==> config.mk <==
export PLATFORM = sky130hd
export DESIGN_NAME = mp_responder
export DESIGN_NICKNAME = d
export VERILOG_FILES = /design/src/rtl/mp_responder.sv
export SDC_FILE = /design/constraint.sdc
export NUM_CORES = 2
export LEC_CHECK = 0
export ABC_AREA = 1
export CORE_MARGIN = 4
export CORE_UTILIZATION = 55
export CTS_CLUSTER_SIZE = 40
export DETAILED_ROUTE_END_ITERATION = 16
export HOLD_SLACK_MARGIN = 0.15
export PLACE_DENSITY_LB_ADDON = 0.2
export SLEW_MARGIN = 30
export SYNTH_ARGS = -nofsm -noshare
export SYNTH_HDL_FRONTEND = slang
export SYNTH_SLANG_ARGS = --single-unit
==> constraint.sdc <==
create_clock -name clock -period 8.1 [get_ports clock]
set_input_delay 2.43 -clock clock [delete_from_list [all_inputs] [get_ports clock]]
set_output_delay 2.43 -clock clock [all_outputs]
set_load 0.01 [all_outputs]
==> src/rtl/mp_responder.sv <==
// mp_responder: memory-side responder for cache line-fill reads and write-backs, valid/ready on both sides
// clock, reset        : rising-edge clock, synchronous active-high reset
// req_valid/req_ready : request handshake; req_wren, req_address, req_data describe the request
// resp_valid/resp_ready: response handshake; resp_data, resp_wren describe the response
// rd_count, wr_count  : saturating counts of completed reads and writes
module mp_responder #(
  parameter int ADDR_W  = 8,
  parameter int DATA_W  = 8,
  parameter int LATENCY = 2
) (
  input  logic              clock,
  input  logic              reset,
  input  logic              req_valid,
  output logic              req_ready,
  input  logic              req_wren,
  input  logic [ADDR_W-1:0] req_address,
  input  logic [DATA_W-1:0] req_data,
  output logic              resp_valid,
  input  logic              resp_ready,
  output logic [DATA_W-1:0] resp_data,
  output logic              resp_wren,
  output logic [7:0]        rd_count,
  output logic [7:0]        wr_count
);
  typedef enum logic [1:0] {IDLE, ACCESS, RESPOND} state_t;
  state_t state, state_n;
  logic [3:0] cnt;
  logic [ADDR_W-1:0] addr;
  logic [DATA_W-1:0] data;
  logic wren;
  // Words are stored XORed with their own address, so a zero-initialised array reads back mem[i] = i.
  logic [DATA_W-1:0] mem [2**ADDR_W];
  logic [DATA_W-1:0] pat;
  logic accept, commit, handshake;
  always_comb begin
    pat       = DATA_W'(addr);
    accept    = state == IDLE && req_valid;
    commit    = state == ACCESS && cnt == 4'd0;
    handshake = state == RESPOND && resp_ready;
    req_ready  = state == IDLE;
    resp_valid = state == RESPOND;
    state_n = accept ? ACCESS : commit ? RESPOND : handshake ? IDLE : state;
  end
  always_ff @(posedge clock) state <= reset ? IDLE : state_n;
  always_ff @(posedge clock) begin
    if (reset) begin
      cnt       <= 4'd0;
      resp_data <= '0;
      resp_wren <= 1'b0;
      rd_count  <= 8'd0;
      wr_count  <= 8'd0;
    end else begin
      if (accept) begin
        addr <= req_address;
        data <= req_data;
        wren <= req_wren;
        cnt  <= 4'(LATENCY - 1);
      end
      if (state == ACCESS && cnt != 4'd0) cnt <= cnt - 4'd1;
      if (commit) begin
        resp_data <= wren ? data : mem[addr] ^ pat;
        resp_wren <= wren;
      end
      if (handshake && wren && wr_count != 8'hFF) wr_count <= wr_count + 8'd1;
      if (handshake && !wren && rd_count != 8'hFF) rd_count <= rd_count + 8'd1;
    end
  end
  always_ff @(posedge clock) if (!reset && commit && wren) mem[addr] <= data ^ pat;
endmodule

==> results.md <==
* Worst skew pair latency at ~0.84 ns
* Worst slew pin tran at ~1.1 ns
* Clock Skew at about 0.035 ns
* Commonest non-fill, non-tap cell in the layout: nand2_1
* Worst path bufs/invs at 2
* Total CTS buffers at ~200
* Startpoint types: input port
* Synth area leaders: edfxtp_1 (73%), nand3_1 (12%), nand2_1 (9.4%)
* Number of antenna violations at the first check in global routing at 4
* Hold path depth at 1
* Commonest non-fill, non-tap cells in the layout: nand2_1 (2122), edfxtp_1 (2065), nand3_1 (2056), nor2_1 (292), clkbuf_16 (202)
* CORE AREA at 154000 µm²
* Worst path top cell family by delay: simple AND/OR/NAND/NOR gates
* RSZ-0062 raised after global routing: false
* CP max FO at 16
* GRT overflow at 0
* Post-Place Cells at approximately 8900
* Root Buffer: clkbuf_16
* Pwr/cell area at roughly 270 nW/µm²
* Buffers added on ports at 47
* Minimum clock period at between 5 and 6 ns
* Synth top area share at between 70 and 80%
* Vias/cell at between 6 and 7
* # rows at approximately 140
* Htree depth at 4
* Syn avg cell area at ~12 µm²
* Overall routing resource usage at roughly 28%
* Net load switching power at between 6 and 7 mW
* Maximum clock insertion buffer count at 3
* # resized after CTS at 0
* Sequential power share at 48.6%
* Sequential area share after synthesis at between 70% and 80%
* Vias in the first global route at roughly 53000
* Yosys warning total at 0
* Max Fclk at roughly 0.19 GHz
* Fillers at roughly 12000
* Worst-path clk slew at 0.06 ns
* Critical Path RT at 8.56 ns
* Routed len/inst at 24.6 µm
* Via count at 55800
* Cell count after synthesis at between 7000 and 8000
* Post-CTS Setup Inserts at 0
* Worst path arrival time at about 5.7 ns
* Hold Path Class: flop to flop
* Drt first pass iters at 6
* Area leader, netlist: edfxtp_1
* Routability cong. at between 0.8 and 0.9
* Initial core utilization at about 55%
* Clock sinks at 2104
* DRC at 0
* Max Slew Vio Count at 0
* Period utilization at 65.0%
* FF-to-FF path depth at 14
* Number of DRC markers in iteration 0 at roughly 7400
* Peak VDD IR at 255 µV
* Clock Power Share at roughly 37%
* IO Pins at 48
* Area post-placement at between 80000 and 90000 µm²
* Post-DP HPWL at roughly 130 mm
* CP cell instances: clkdlybuf4s50_1, nor3_1, inv_1, nor3_2, nand2_1, nor2_1
* Crit. End Element: flop
* Routed wire length at 228 mm
* Critical path's slowest cell: nand2_1
* Worst Setup Path Type: input port to flop
* Fin area at between 90000 and 100000 µm²
* Synthesis-to-layout area growth at 10.1%
* Synth Register Bits at 2104
* Fraction of layout instances using a drive strength above 1 at 6.00%
* Die Span X at roughly 400 µm
* Max-Cap Viols at 0
* Hold Vio Cnt, Final at 0
* Die ar. at 161000 µm²
* Non-Filler Instances at 9276
* Crit-path max cell delay at ~0.84 ns
* Syn Std Cell Area at approximately 85000 µm²
* Number of library cell types mapped by synthesis at 26
* Net Sw Frac at roughly 27%
* DIE HEIGHT at around 400 µm
* Largest net degree at the start of global routing at between 200 and 300
* Status: complete, no violations
* Comb pwr share at ~14%
* Antenna Nets Post-Route at 0
* CTS tree: built
* Nets at between 7000 and 8000
* LEAKAGE at 32.2 nW
* Cell-internal power at between 15 and 20 mW
* First-pass GRT wire length at between 300 and 400 mm
* Post-synth net total at 7230
* CTS hold repair buffers at 0
* Final setup fails at 0
* Crit. path cell count at 6
* Slew HR at between 20 and 30%
[sequential cells by signal (all words and copies together) (netlist names), named ones only]
register and flops:
mem 2048, addr 8, data 8, rd_count 8, resp_data 8, wr_count 8
cnt 4, state 2, resp_wren 1, wren 1
[final cells by class]
| class | instances | area (µm²) | area share (%) |
|---|---|---|---|
| Multi-Input combinational cell | 4568 | 20100 | 21.4 |
| Tap cell | 2044 | 2560 | 2.72 |
| Timing Repair Buffer | 139 | 1540 | 1.64 |
| Clock buffer | 239 | 5210 | 5.55 |
| Antenna cell | 2 | 5.00 | 0.00533 |
| Inverter | 45 | 208 | 0.221 |
| Clock inverter | 135 | 1430 | 1.52 |
| Sequential cell | 2104 | 62800 | 66.9 |
[cells by family after synthesis]
kind of cell,count (synthesis),share of synthesized area [%]
xor gates and xnor gates,8,0.0822
adders and majority gates,4,0.0587
AOI/OAI and AO/OA,50,0.305
DFF,2104,73.7
and+or+nand+nor,4506,22.9
buffers and inverters,533,2.99
[power by group through the flow]
stage / clock network, mW / logic (mW) / registers [mW]
after floorplan: 0 / 2.30 / 12.7
after global placement: 0 / 3.50 / 12.6
after detailed placement: 0 / 3.55 / 12.6
after CTS: 9.49 / 3.56 / 12.4
after global routing: 9.97 / 3.95 / 12.4
final: 9.41 / 3.68 / 12.4
[stage by stage]
| step | hold slack, ns | util (%) | setup TNS (ns) | setup slack, ns | power [mW] |
|---|---|---|---|---|---|
| 6_report | 0.475 | 60.9 | 0 | 2.83 | 25.5 |
| 5_1_grt | 0.492 | 60.9 | 0 | 2.79 | 26.3 |
| 4_1_cts | 0.473 | 60.8 | 0 | 2.96 | 25.5 |
| 3_5_place_dp | 0.461 | 56.5 | 0 | 2.08 | 16.2 |
| 3_3_place_gp | 0.453 | 56.4 | 0 | 2.04 | 16.1 |
| 2_1_floorplan | 0.436 | - | -236.72 | -0.463 | 15.0 |
[per-layer routing]
metal | global-route usage (%) | vias up | share of wire [%]
met5 | 0 | - | 0.0031
met4 | 10.0 | 2 | 3.7
met3 | 6.74 | 480 | 11
met2 | 43.0 | 3167 | 46
met1 | 38.7 | 26900 | 39
li1 | - | 25300 | -
[Yosys cell counts]
| cell | number |
|---|---|
| buf_2 | 286 |
| nand3_1 | 2056 |
| nor3b_1 | 3 |
| or2_2 | 1 |
| buf_4 | 37 |
| nor3_1 | 10 |
| clkinv_1 | 1 |
| nand2_1 | 2138 |
| buf_1 | 48 |
| o21ai_0 | 23 |
| inv_1 | 41 |
| clkbuf_1 | 111 |
| nor4_1 | 3 |
| a211oi_1 | 2 |
| inv_4 | 1 |
| inv_2 | 2 |
| nand4_1 | 2 |
| ha_1 | 4 |
| buf_6 | 6 |
| xor2_1 | 8 |
| nor2_1 | 293 |
| dfxtp_1 | 39 |
| a21oi_1 | 23 |
| edfxtp_1 | 2065 |
| a31oi_1 | 1 |
| a31o_2 | 1 |
[final timing paths]
kind                from           end  slack [ns]
setup / recovery   reset   mem[194][0]        2.83
setup reg to reg    flop  resp_data[4]        3.47
hold / removal    cnt[3]        cnt[3]        0.47
hold reg to reg   cnt[3]        cnt[3]        0.47
(Power assumes the default switching activity.)
